File: config.mk
export PLATFORM = sky130hd
export DESIGN_NAME = vend_controller
export DESIGN_NICKNAME = d
export VERILOG_FILES = /design/src/rtl/vend_pkg.sv /design/src/rtl/vend_controller_coin_value_enc.sv /design/src/rtl/vend_controller.sv
export SDC_FILE = /design/constraint.sdc
export NUM_CORES = 1
export LEC_CHECK = 0
export CAP_MARGIN = 10
export CORE_MARGIN = 4
export CORE_UTILIZATION = 46
export DETAILED_ROUTE_END_ITERATION = 6
export GPL_TIMING_DRIVEN = 0
export PLACE_DENSITY = 0.78
export SYNTH_ARGS = -nofsm -noshare
export SYNTH_HDL_FRONTEND = slang
export SYNTH_HIERARCHICAL = 1
export SYNTH_SLANG_ARGS = --single-unit
export TNS_END_PERCENT = 1
File: constraint.sdc
create_clock -name clk -period 3 [get_ports clk]
set_clock_uncertainty 0.2 [all_clocks]
set_input_delay 0.45 -clock clk [delete_from_list [all_inputs] [get_ports clk]]
set_output_delay 0.45 -clock clk [all_outputs]
set_load 0.01 [all_outputs]
File: src/rtl/vend_pkg.sv
// Shared constants for the vending controller and the downstream coin dispenser.
package vend_pkg;

  localparam int unsigned CREDIT_W = 10;
  localparam int unsigned STATE_W  = 2;

  // Coin values in cents; the dispenser pays change using these same values.
  localparam logic [CREDIT_W-1:0] COIN_Q_VAL = 10'd25;
  localparam logic [CREDIT_W-1:0] COIN_D_VAL = 10'd10;
  localparam logic [CREDIT_W-1:0] COIN_N_VAL = 10'd5;

  // Default configuration
  localparam int unsigned PRICE_DEF      = 65;
  localparam int unsigned MAX_CREDIT_DEF = 1000;

  // Controller state encoding
  localparam logic [STATE_W-1:0] ST_IDLE     = 2'd0;
  localparam logic [STATE_W-1:0] ST_COLLECT  = 2'd1;
  localparam logic [STATE_W-1:0] ST_VEND     = 2'd2;
  localparam logic [STATE_W-1:0] ST_DISPENSE = 2'd3;

  // Decoded coin input for one cycle
  typedef struct packed {
    logic                any;
    logic                multi;
    logic [CREDIT_W-1:0] value;
  } coin_info_t;

endpackage

File: src/rtl/vend_controller_coin_value_enc.sv
// Maps the one-hot coin pulses to a cent value plus presence and multi-coin flags.
module coin_value_enc
  import vend_pkg::*;
(
  input  logic       coin_q_i,
  input  logic       coin_d_i,
  input  logic       coin_n_i,
  output coin_info_t coin_o
);

  // Value is only meaningful when exactly one pulse is present.
  always_comb begin
    coin_o       = '0;
    coin_o.any   = coin_q_i | coin_d_i | coin_n_i;
    coin_o.multi = (coin_q_i & coin_d_i) | (coin_q_i & coin_n_i) | (coin_d_i & coin_n_i);
    if (coin_q_i)      coin_o.value = COIN_Q_VAL;
    else if (coin_d_i) coin_o.value = COIN_D_VAL;
    else if (coin_n_i) coin_o.value = COIN_N_VAL;
  end

endmodule

File: src/rtl/vend_controller.sv
// Vending machine controller: credit accumulation, vend, refund and change hand-off.
module vend_controller
  import vend_pkg::*;
#(
  parameter int unsigned PRICE      = PRICE_DEF,
  parameter int unsigned MAX_CREDIT = MAX_CREDIT_DEF
) (
  input  logic                clk,
  input  logic                rst,
  input  logic                coin_q,
  input  logic                coin_d,
  input  logic                coin_n,
  input  logic                select,
  input  logic                cancel,
  input  logic                disp_done,
  output logic [CREDIT_W-1:0] credit,
  output logic [CREDIT_W-1:0] change,
  output logic                vend,
  output logic                coin_reject,
  output logic                busy
);

  localparam int unsigned SUM_W = CREDIT_W + 1;

  logic [STATE_W-1:0]  state_q,  state_d;
  logic [CREDIT_W-1:0] credit_q, credit_d;
  logic [CREDIT_W-1:0] change_q, change_d;
  logic                vend_q,   vend_d;
  logic                reject_q, reject_d;
  logic                busy_q,   busy_d;

  coin_info_t          coin;
  logic [SUM_W-1:0]    sum;
  logic                over_limit;
  logic                take_cancel;
  logic                take_select;

  coin_value_enc u_enc (
    .coin_q_i (coin_q),
    .coin_d_i (coin_d),
    .coin_n_i (coin_n),
    .coin_o   (coin)
  );

  // One bit of headroom so the ceiling check cannot wrap.
  assign sum         = SUM_W'(credit_q) + SUM_W'(coin.value);
  assign over_limit  = sum > SUM_W'(MAX_CREDIT);
  assign take_cancel = (state_q == ST_COLLECT) && cancel;
  assign take_select = (state_q == ST_COLLECT) && select && !cancel &&
                       (credit_q >= CREDIT_W'(PRICE));

  // Next-state and registered-output logic.
  always_comb begin
    state_d  = state_q;
    credit_d = credit_q;
    change_d = change_q;
    vend_d   = 1'b0;
    reject_d = 1'b0;
    case (state_q)
      ST_IDLE, ST_COLLECT: begin
        reject_d = coin.any & (coin.multi | over_limit | take_cancel | take_select);
        if (take_cancel) begin
          state_d  = ST_DISPENSE;
          change_d = credit_q;
        end else if (take_select) begin
          state_d  = ST_VEND;
          vend_d   = 1'b1;
          change_d = credit_q - CREDIT_W'(PRICE);
        end else if (coin.any && !coin.multi && !over_limit) begin
          state_d  = ST_COLLECT;
          credit_d = sum[CREDIT_W-1:0];
        end
      end
      ST_VEND: begin
        reject_d = coin.any;
        if (change_q != '0) begin
          state_d = ST_DISPENSE;
        end else begin
          state_d  = ST_IDLE;
          credit_d = '0;
        end
      end
      ST_DISPENSE: begin
        reject_d = coin.any;
        if (disp_done) begin
          state_d  = ST_IDLE;
          credit_d = '0;
          change_d = '0;
        end
      end
      default: begin
        state_d  = ST_IDLE;
        credit_d = '0;
        change_d = '0;
      end
    endcase
    busy_d = (state_d == ST_VEND) || (state_d == ST_DISPENSE);
  end

  // State and output registers with synchronous reset.
  always_ff @(posedge clk) begin
    if (rst) begin
      state_q  <= ST_IDLE;
      credit_q <= '0;
      change_q <= '0;
      vend_q   <= 1'b0;
      reject_q <= 1'b0;
      busy_q   <= 1'b0;
    end else begin
      state_q  <= state_d;
      credit_q <= credit_d;
      change_q <= change_d;
      vend_q   <= vend_d;
      reject_q <= reject_d;
      busy_q   <= busy_d;
    end
  end

  assign credit      = credit_q;
  assign change      = change_q;
  assign vend        = vend_q;
  assign coin_reject = reject_q;
  assign busy        = busy_q;

endmodule

==> results of run 1 <==
## worst max path at each step
stage                        endpoint  slack (ns)      start  cells after the start
after global routing        change[0]       -0.10  credit[0]                      8
final                     coin_reject        0.03     coin_n                     14
after CTS                 coin_reject       0.001     coin_n                     14
after floorplan             credit[5]        0.02     coin_d                     13
after global placement      credit[6]       -0.71     coin_d                     14
after detailed placement    credit[6]       -0.71     coin_d                     14
## power groups by stage
| stage | combinational [mW] | sequential (mW) | clock [mW] |
|---|---|---|---|
| 6_report | 1.06 | 0.540 | 0.197 |
| 5_1_grt | 1.17 | 0.557 | 0.213 |
| 4_1_cts | 1.02 | 0.536 | 0.199 |
| 3_5_place_dp | 0.911 | 0.542 | 0 |
| 3_3_place_gp | 0.902 | 0.540 | 0 |
| 2_1_floorplan | 0.619 | 0.545 | 0 |
## metal layers
layer | up-vias | wire length, um
met2 | 53 | 2220
met1 | 856 | 2190
met3 | 2 | 198
met4 | 0 | 22
met5 | - | 0
li1 | 895 | -
## sequential cells by signal, indices dropped and copies added (netlist names)
signal / flops
change: 10
credit: 10
state_q: 2
busy: 1
coin_reject: 1
vend: 1
## what timing repair did
action	in CTS	in global routing
resized for setup	27	5
hold buffers	0	0
endpoints found under the setup margin	13	16
cloned	1	0
pin swaps	10	8
setup buffers	9	2
## through the flow
| stage | TNS (ns) | total power [mW] |
|---|---|---|
| 5_1_grt | -0.630 | 1.94 |
| 3_3_place_gp | -7.42 | 1.44 |
| 6_report | 0 | 1.80 |
| 4_1_cts | 0 | 1.75 |
| 2_1_floorplan | 0 | 1.16 |
| 3_5_place_dp | -7.59 | 1.45 |
## cell type report
type | count | area share
buffer | 12 | 0.0291
clock buffer | 4 | 0.0190
inverter | 10 | 0.0159
multi-input combinational | 171 | 0.542
sequential | 25 | 0.214
tap | 48 | 0.0254
timing repair buffer | 40 | 0.155
## cell usage in the layout (no fill, tap or decap), drive strengths merged, types with 2 or more instances in the layout
cell,synthesis,final
or2,2,2
o22ai,2,2
nor3,4,4
nor2,21,21
nor4,2,2
xnor2,3,3
conb,1,5
clkdlybuf4s50,0,26
o31ai,3,3
o21a,2,2
dfxtp,25,25
o41a,3,3
nand2,17,17
o21ai,8,8
o211a,1,2
inv,10,10
nand3,6,6
a22o,7,7
a31oi,5,5
nand4,2,2
a221oi,3,3
buf,9,21
nor2b,3,3
a32o,2,2
a21oi,15,15
ha,12,12
a21o,7,7
clkbuf,4,8
a211oi,6,6
or3,5,5
nand2b,2,2
xor2,3,3
## critical path: stages
cell	delay [ns]
clkdlybuf4s15_2	0.20
a21o_2	0.12
ha_2	0.17
inv_2	0.04
fa_2	0.35
buf_4	0.14
xnor2_1	0.13
or3_1	0.37
a21oi_2	0.14
nand4bb_4	0.22
buf_6	0.11
buf_4	0.10
nor2_1	0.04
o41a_1	0.33
## kinds of logic after synthesis
logic type / after synthesis / share of synthesized area
flip-flops: 25 / 0.283
multiplexers: 1 / 0.00566
AND/OR/NAND/NOR: 71 / 0.202
AO/OA/AOI/OAI: 73 / 0.311
XOR/XNOR: 6 / 0.0297
other: 1 / 0.00212
adder cells (fa/ha/maj): 14 / 0.102
buffers and inverters: 23 / 0.0644
==> summary.txt, run 1 <==
Status
  – Status: complete, no violations

Logic synthesis
  – Synthesized area: 1770 um2
  – Synth warn: 6
  – Number of enable flip-flop cells after synthesis: 0
  – Area leader, netlist: dfxtp_1
  – Synthesized area per cell: 8.26 um2
  – Syn Inst Count: 214
  – Synth top area cells: dfxtp_1, ha_1, a21oi_1, nor2_1, nand2_1
  – Count leader, synth: dfxtp_1
  – Ys async rst share: 0
  – Sequential share of the synthesized area: 0.283
  – Post-synth top flop: dfxtp_1
  – Synth unique cells: 58
  – Flops & latches, synth: 25
  – Synth top cells by count: dfxtp_1, nor2_1, nand2_1, a21oi_1, ha_1
  – Top cell type's share of synthesized area: 0.283

Pwr
  – Comb pwr share: 0.591
  – Power per standard cell area: 760 nW/um2
  – Flop pwr share: 0.300
  – Net load switching power: 758 uW
  – Clock power share: 0.109
  – Leak: 1.01 nW
  – Internal Power: 1.04 mW
  – Sw Ratio: 0.421
  – Worst VDD drop: 508 uV

Hold path
  – Hold endpoint: change[4]
  – Hold path start: change[4]
  – HP Class: flip-flop to flip-flop
  – Hold depth: 2

Clocking
  – TritonCTS clock tree: done
  – Root buffer cell: clkbuf_8
  – Clock H-tree levels: 1
  – Clock buffers created by TritonCTS: 3
  – Clock Latency Late Sink: 0.26 ns
  – Clk pin slew, worst setup/hold paths: 0.08 ns
  – Clock sinks: 25
  – Clock buffer depth: 2

Critical path
  – R2R cell count: 9
  – Reg2reg start: credit[0]
  – Worst EP required: 2.95 ns
  – CP max FO: 4
  – CP endpoint kind: flip-flop
  – R2R Setup Slk: 0.06 ns
  – Worst setup path category: input pin to flip-flop
  – Crit path DAT: 2.92 ns
  – Reg2reg end: credit[6]
  – CP startpoint kind: input pin

Global routing
  – First-pass GRT wire length: 7700 um
  – Initial antenna violation count: 0
  – Met2 GRT Util: 0.314
  – GRT met3 Usage: 0.0317
  – GR Util met1: 0.266
  – Vias in the first global route: 1618
  – Largest net degree at the start of global routing: 14
  – Overflow after GRT: 0
  – Gr busiest metal: met2
  – GRT Total Usage: 0.190

Detailed routing
  – DRC violations left: 0
  – Drt via density: 5.83
  – Routed Antenna Nets: 0
  – Iter 0 DRT Violations: 190
  – TritonRoute pass-1 iters: 4
  – Post-Route WL: 4630 um
  – Drt wl/cell: 14.9 um
  – Routed via count: 1806

STA
  – Final Hold Vio Count: 0
  – Setup WS post-layout: 0.0297 ns
  – Max Freq: 337 MHz
  – Worst hold margin: 0.280 ns
  – Rel. slew slack: 0.457
  – RSZ-0062 raised after global routing: true
  – Max-slew violations: 0
  – Worst Tran Pin Value: 0.808 ns
  – Post-route minimum period: 2.97 ns
  – Final setup viols: 0
  – Final Cycle Share: 0.990

Place
  – Area post-placement: 2170 um2
  – Inst Count DP: 295
  – Input/output buffers: 29
  – Gpl congestion: 0.813
  – Final HPWL DP: 3270 um
  – Pre-CTS WS: -0.711 ns

Floorplan
  – Die H: 70.0 um
  – Initial Util: 0.479
  – Die extent in x: 70.0 um
  – Core area: 3690 um2
  – Die area: 4900 um2
  – Num rows: 22
  – Top-Level Pins: 31

Final layout
  – Synth-to-Final Area Change: 33.9%
  – Fin cells: 310
  – Multi-input gate area: 1280 um2
  – Inserted Diodes: 0
  – Share of layout cells above drive strength 1: 0.198
  – # fillers: 333
  – Final core occ: 0.642
  – NumNets Final: 284
  – FF/Latch Area: 505 um2
  – Final instance area: 2370 um2

Job
  – Max capacitance violation total: 0
(Power assumes the default switching activity.)
==> run 2: changes to the inputs <==
CORE_MARGIN = 2   (was 4)
==> run 2 against run 1 <==
Global-route usage is 3.1 points higher. Register-to-register slack hardly changed. Largest power group unchanged. Largest cell class unchanged. Design area is 3.6% higher. Combinational power is 7% higher. Worst hold slack worse by 0.0093 ns.
==> summary.txt, run 2 (synthesis results as in run 1) <==
STA
  – Rel. slew slack: 0.631 (was 0.457)
  – Max Freq: 341 MHz (was 337 MHz)
  – Final setup viols: 0 (unchanged)
  – Setup TNS: 0 ns (unchanged)
  – Post-route minimum period: 2.93 ns (was 2.97 ns)
  – RSZ-0062 raised after global routing: true (unchanged)
  – Final Cycle Share: 0.978 (was 0.990)
  – Worst Tran Pin Value: 0.552 ns (was 0.808 ns)
  – Final Hold Vio Count: 0 (unchanged)
  – Setup WS post-layout: 0.0654 ns (was 0.0297 ns)
  – Max-slew violations: 0 (unchanged)

Hold path
  – HP Class: flip-flop to flip-flop (unchanged)
  – Hold path start: change[4] (unchanged)
  – Hold endpoint: change[4] (unchanged)
  – Hold depth: 2 (unchanged)

Place
  – Final HPWL DP: 3270 um (about the same)
  – Gpl congestion: 0.834 (was 0.813)
  – Inst Count DP: 295 (unchanged)
  – Area post-placement: 2170 um2 (unchanged)
  – Input/output buffers: 29 (unchanged)
  – Pre-CTS WS: -0.747 ns (was -0.711 ns)

Floorplan
  – Num rows: 22 (unchanged)
  – Initial Util: 0.479 (unchanged)
  – Top-Level Pins: 31 (unchanged)
  – Core area: 3690 um2 (unchanged)
  – Die extent in x: 66.0 um (was 70.0 um)
  – Die area: 4360 um2 (was 4900 um2)
  – Die H: 66.0 um (was 70.0 um)

Job
  – Max capacitance violation total: 0 (unchanged)

Detailed routing
  – Met1 wire length: 2140 um (was 2190 um)
  – Drt via density: 5.81 (was 5.83)
  – Post-Route WL: 4830 um (was 4630 um)
  – DRC violations left: 0 (unchanged)
  – Drt wl/cell: 15.7 um (was 14.9 um)
  – Routed via count: 1790 (was 1806)
  – TritonRoute pass-1 iters: 4 (unchanged)
  – Met2 WL: 2360 um (was 2220 um)
  – Routed Antenna Nets: 0 (unchanged)
  – Iter 0 DRT Violations: 92 (was 190)
  – Met3 routed WL: 268 um (was 198 um)
  – Highest routed layer: met4 (unchanged)

Clocking
  – Clock buffers created by TritonCTS: 3 (unchanged)
  – Clk pin slew, worst setup/hold paths: 0.08 ns (about the same)
  – Clock buffer depth: 2 (unchanged)
  – Clock H-tree levels: 1 (unchanged)
  – Clock Latency Late Sink: 0.27 ns (was 0.26 ns)
  – CTS hold repair buffers: 0 (unchanged)
  – Clock sinks: 25 (unchanged)
  – Root buffer cell: clkbuf_8 (unchanged)
  – TritonCTS clock tree: done (unchanged)

Final layout
  – Fin cells: 308 (was 310)
  – NumNets Final: 282 (was 284)
  – Inserted Diodes: 0 (unchanged)
  – Commonest non-fill, non-tap cell in the layout: clkdlybuf4s50_1 (unchanged)
  – Final core occ: 0.665 (was 0.642)
  – Share of layout cells above drive strength 1: 0.231 (was 0.198)
  – Synth-to-Final Area Change: 38.8% (was 33.9%)
  – Final instance area: 2450 um2 (was 2370 um2)
  – Most frequent cells in the layout: clkdlybuf4s50_1, dfxtp_1, nor2_1 (unchanged)
  – # fillers: 322 (was 333)

Critical path
  – R2R cell count: 9 (unchanged)
  – Reg2reg end: credit[6] (unchanged)
  – CP startpoint kind: flip-flop (was input pin)
  – Worst EP required: 2.97 ns (was 2.95 ns)
  – CP endpoint kind: flip-flop (unchanged)
  – Reg2reg start: credit[0] (unchanged)
  – Crit path DAT: 2.90 ns (was 2.92 ns)
  – Worst setup path category: flip-flop to flip-flop (was input pin to flip-flop)
  – Slowest CP cell: o41a_4 (was or3_1)
  – CP max FO: 9 (was 4)
  – Critical Path Max Stage Delay: 0.42 ns (was 0.37 ns)
  – Worst path cell trace: inv_1, ha_2, or3b_4, o41a_1, o41a_4, nor2_4, and4_4, o221ai_4, a32o_1 (was clkdlybuf4s15_2, a21o_2, ha_2, inv_2, fa_2, buf_4, xnor2_1, or3_1, a21oi_2, nand4bb_4, buf_6, buf_4, nor2_1, o41a_1)
  – R2R Setup Slk: 0.07 ns (was 0.06 ns)

Global routing
  – Vias in the first global route: 1615 (was 1618)
  – First-pass GRT wire length: 7400 um (was 7700 um)
  – Largest net degree at the start of global routing: 14 (unchanged)
  – Initial antenna violation count: 0 (unchanged)
  – Overflow after GRT: 0 (unchanged)
  – GRT Total Usage: 0.221 (was 0.190)

Status
  – Status: complete, no violations (unchanged)

Pwr
  – Leak: 1.00 nW (was 1.01 nW)
  – Worst VDD drop: 420 uV (was 508 uV)
  – Power per standard cell area: 764 nW/um2 (was 760 nW/um2)
==> run 2: final cells by class <==
class | count | area [um2] | area share
tap | 48 | 60.1 | 0.0245
clock buffer | 4 | 45.0 | 0.0184
sequential | 25 | 505 | 0.206
timing repair buffer | 37 | 343 | 0.140
buffer | 12 | 68.8 | 0.0280
inverter | 10 | 37.5 | 0.0153
multi-input combinational | 172 | 1390 | 0.568
==> run 2: worst max-delay path by stage <==
stage              start   endpoint  depth (start not counted)
2_1_floorplan     coin_d  credit[5]                         13
3_3_place_gp      coin_d  credit[6]                         14
3_5_place_dp      coin_d  credit[6]                         14
4_1_cts           coin_d  credit[6]                         13
5_1_grt        credit[1]  credit[6]                          9
6_report       credit[0]  credit[6]                          9
==> run 2: through the flow <==
| stage | total power [mW] | hold slack, ns |
|---|---|---|
| 6_report | 1.87 | 0.271 |
| 5_1_grt | 2.01 | 0.313 |
| 4_1_cts | 1.76 | 0.273 |
| 3_5_place_dp | 1.46 | 0.262 |
| 3_3_place_gp | 1.44 | 0.258 |
| 2_1_floorplan | 1.16 | 0.288 |
==> run 2: worst max-delay path: cells and delay by family (launching register included) <==
family | cells | cell delay (ns)
AND/OR/NAND/NOR | 3 | 0.81
flip-flops | 1 | 0.38
adder cells (fa/ha/maj) | 1 | 0.17
buffers and inverters | 1 | 0.07
AO/OA/AOI/OAI | 4 | 1.19
==> run 2: power by group <==
part           switching (mW)  internal (mW)  leakage [nW]
clock network           0.107         0.0951        0.0228
registers               0.124          0.416         0.206
logic                   0.578          0.554         0.775
total                   0.809           1.06          1.00
==> run 2: what timing repair did <==
item | 4_1_cts | 5_1_grt
setup endpoints to repair | 12 | 18
pin swaps | 10 | 8
resized for setup | 27 | 22
buffers inserted | 5 | 3
cloned | 1 | 1
==> run 2: routing by layer <==
layer / track usage / up-vias
met2: 0.379 / 50
met3: 0.0392 / 8
li1: - / 888
met5: 0 / -
met1: 0.291 / 844
met4: 0.0485 / 0
==> run 3: changes to the inputs <==
PLACE_DENSITY = 0.75   (was 0.78)
clock period = 3.6 ns   (was 3 ns; I/O delays follow)
==> run 3 against run 2 <==
Clock power fell by 18%. Design area fell by 8.0%. Die area did not move. Sequential power fell by 17%. Critical endpoint unchanged.
==> summary.txt, run 3 (synthesis results as in run 1) <==
Detailed routing
  – Drt via density: 5.68 (was 5.81)
  – Post-Route WL: 4280 um (was 4830 um)
  – DRC violations left: 0 (unchanged)
  – Routed Antenna Nets: 0 (unchanged)
  – Iter 0 DRT Violations: 97 (was 92)
  – Routed via count: 1716 (was 1790)
  – Drt wl/cell: 14.2 um (was 15.7 um)
  – TritonRoute pass-1 iters: 4 (unchanged)

Pwr
  – Flop pwr share: 0.316 (was 0.288)
  – Clock power share: 0.117 (was 0.108)
  – Internal Power: 823 uW (was 1.06 mW)
  – Sw Ratio: 0.418 (was 0.432)
  – Power per standard cell area: 626 nW/um2 (was 764 nW/um2)
  – Net load switching power: 592 uW (was 809 uW)
  – Leak: 0.987 nW (was 1.00 nW)
  – Comb pwr share: 0.567 (was 0.604)
  – Worst VDD drop: 270 uV (was 420 uV)

STA
  – Rel. slew slack: 0.626 (was 0.631)
  – Final Cycle Share: 0.935
  – Max Freq: 297 MHz
  – Worst hold margin: 0.280 ns (was 0.271 ns)
  – Worst Tran Pin Value: 0.554 ns (was 0.552 ns)
  – Max-slew violations: 0 (unchanged)
  – RSZ-0062 raised after global routing: false (was true)
  – Post-route minimum period: 3.37 ns
  – Final Hold Vio Count: 0 (unchanged)
  – Final setup viols: 0 (unchanged)

Final layout
  – NumNets Final: 276 (was 282)
  – Most frequent cells in the layout: clkdlybuf4s50_1, dfxtp_1, nor2_1 (unchanged)
  – Synth-to-Final Area Change: 27.7% (was 38.8%)
  – # fillers: 355 (was 322)
  – Inserted Diodes: 0 (unchanged)
  – Share of layout cells above drive strength 1: 0.118 (was 0.231)
  – Fin cells: 302 (was 308)
  – Final instance area: 2260 um2 (was 2450 um2)
  – Commonest non-fill, non-tap cell in the layout: clkdlybuf4s50_1 (unchanged)

Clocking
  – TritonCTS clock tree: done (unchanged)
  – Clock sinks: 25 (unchanged)
  – Clock H-tree levels: 1 (unchanged)
  – Root buffer cell: clkbuf_8 (unchanged)
  – CTS hold repair buffers: 0 (unchanged)
  – Clock buffers created by TritonCTS: 3 (unchanged)
  – Clk pin slew, worst setup/hold paths: 0.08 ns (about the same)
  – Clock Latency Late Sink: 0.27 ns (about the same)
  – Clock buffer depth: 2 (unchanged)

Floorplan
  – Initial Util: 0.479 (unchanged)
  – Die H: 66.0 um (unchanged)
  – Die area: 4360 um2 (unchanged)
  – Die extent in x: 66.0 um (unchanged)
  – Num rows: 22 (unchanged)
  – Top-Level Pins: 31 (unchanged)
  – Core area: 3690 um2 (unchanged)

Place
  – Inst Count DP: 295 (unchanged)
  – Input/output buffers: 29 (unchanged)
  – Area post-placement: 2130 um2 (was 2170 um2)
  – Gpl congestion: 0.860 (was 0.834)
  – Final HPWL DP: 3290 um (was 3270 um)

Critical path
  – CP max FO: 9 (unchanged)
  – Most frequent CP cell: a211oi_1
  – Slowest CP cell: a211oi_1 (was o41a_4)
  – CP startpoint kind: input pin (was flip-flop)
  – Critical Path Max Stage Delay: 0.50 ns (was 0.42 ns)
  – Crit path DAT: 3.33 ns (was 2.90 ns)
  – Reg2reg end: credit[6] (unchanged)
  – Worst setup path category: input pin to flip-flop (was flip-flop to flip-flop)
  – CP endpoint kind: flip-flop (unchanged)
  – Worst EP required: 3.57 ns (was 2.97 ns)
  – Worst path cell trace: dlygate4sd2_1, or2_1, ha_1, a21o_1, a21oi_1, a211oi_1, a211oi_1, nand4bb_4, o211a_1, buf_4, a32o_1 (was inv_1, ha_2, or3b_4, o41a_1, o41a_4, nor2_4, and4_4, o221ai_4, a32o_1)
  – R2R Setup Slk: 0.47 ns (was 0.07 ns)
  – R2R cell count: 12 (was 9)
  – Reg2reg start: credit[0] (unchanged)

Global routing
  – GRT Total Usage: 0.208 (was 0.221)
  – Vias in the first global route: 1525 (was 1615)
  – Largest net degree at the start of global routing: 14 (unchanged)
  – Initial antenna violation count: 0 (unchanged)
  – Overflow after GRT: 0 (unchanged)
  – First-pass GRT wire length: 7060 um (was 7400 um)

Job
  – Max capacitance violation total: 0 (unchanged)

Hold path
  – Hold endpoint: change[4] (unchanged)
  – Hold path start: change[4] (unchanged)
  – HP Class: flip-flop to flip-flop (unchanged)
  – Hold depth: 2 (unchanged)

Status
  – Status: complete, no violations (unchanged)
==> run 3: cell count changes in the layout (fill, tap and decap cells not counted), sizes merged <==
cell          before  now
dlymetal6s2s       0    2
buf               18   12
clkbuf             9    8
o211a              2    1
o221ai             2    1
dlygate4sd2        0    1
==> run 3: layer usage <==
metal | track usage | wire length (um) | part of all wire
met1 | 0.275 | 2000 | 0.47
met3 | 0.0170 | 151 | 0.035
met4 | 0.0612 | 35 | 0.0082
met5 | 0 | 0 | 0
met2 | 0.360 | 2090 | 0.49
==> run 3: worst max-delay path by stage <==
| stage | startpoint | end | slack (ns) | cells past startpoint |
|---|---|---|---|---|
| 2_1_floorplan | coin_d | credit[5] | 0.30 | 13 |
| 3_3_place_gp | coin_q | credit[5] | -0.54 | 13 |
| 3_5_place_dp | coin_q | credit[6] | -0.64 | 13 |
| 4_1_cts | coin_d | credit[6] | 0.02 | 14 |
| 5_1_grt | coin_q | credit[5] | 0.07 | 11 |
| 6_report | coin_q | credit[6] | 0.23 | 11 |
==> run 3: power by group through the flow <==
stage | clock, mW | sequential (mW) | combinational (mW)
3_5_place_dp | 0 | 0.452 | 0.728
6_report | 0.166 | 0.447 | 0.802
4_1_cts | 0.169 | 0.446 | 0.748
3_3_place_gp | 0 | 0.449 | 0.716
2_1_floorplan | 0 | 0.454 | 0.483
5_1_grt | 0.182 | 0.457 | 0.880
==> run 3: final cells by class <==
cell class | instances | area, um2 | area share
Buffer | 13 | 76.3 | 0.0338
Tap cell | 48 | 60.1 | 0.0266
Clock buffer | 4 | 45.0 | 0.0199
Timing Repair Buffer | 32 | 317 | 0.140
Multi-Input combinational cell | 170 | 1220 | 0.541
Sequential cell | 25 | 500 | 0.222
Inverter | 10 | 37.5 | 0.0166
==> run 3: what timing repair did <==
item	4_1_cts	5_1_grt
setup buffers	1	2
hold endpoints to repair	0	0
pin swaps	1	4
gates resized for setup	5	6
endpoints found under the setup margin	11	11
==> run 3: critical path, delay by kind of cell <==
kind                       cells  cell delay (ns)
buffers and inverters          2             0.44
AOI/OAI and AO/OA              6             1.59
and+or+nand+nor                2             0.42
adders and majority gates      1             0.34
==> run 3: through the flow <==
| step | TNS, ns | power (mW) | setup slack, ns | util |
|---|---|---|---|---|
| 2_1_floorplan | 0 | 0.937 | 0.300 | - |
| 3_3_place_gp | -5.45 | 1.16 | -0.544 | 0.578 |
| 3_5_place_dp | -6.69 | 1.18 | -0.644 | 0.578 |
| 4_1_cts | 0 | 1.36 | 0.0182 | 0.599 |
| 5_1_grt | 0 | 1.52 | 0.0653 | 0.612 |
| 6_report | 0 | 1.41 | 0.234 | 0.612 |
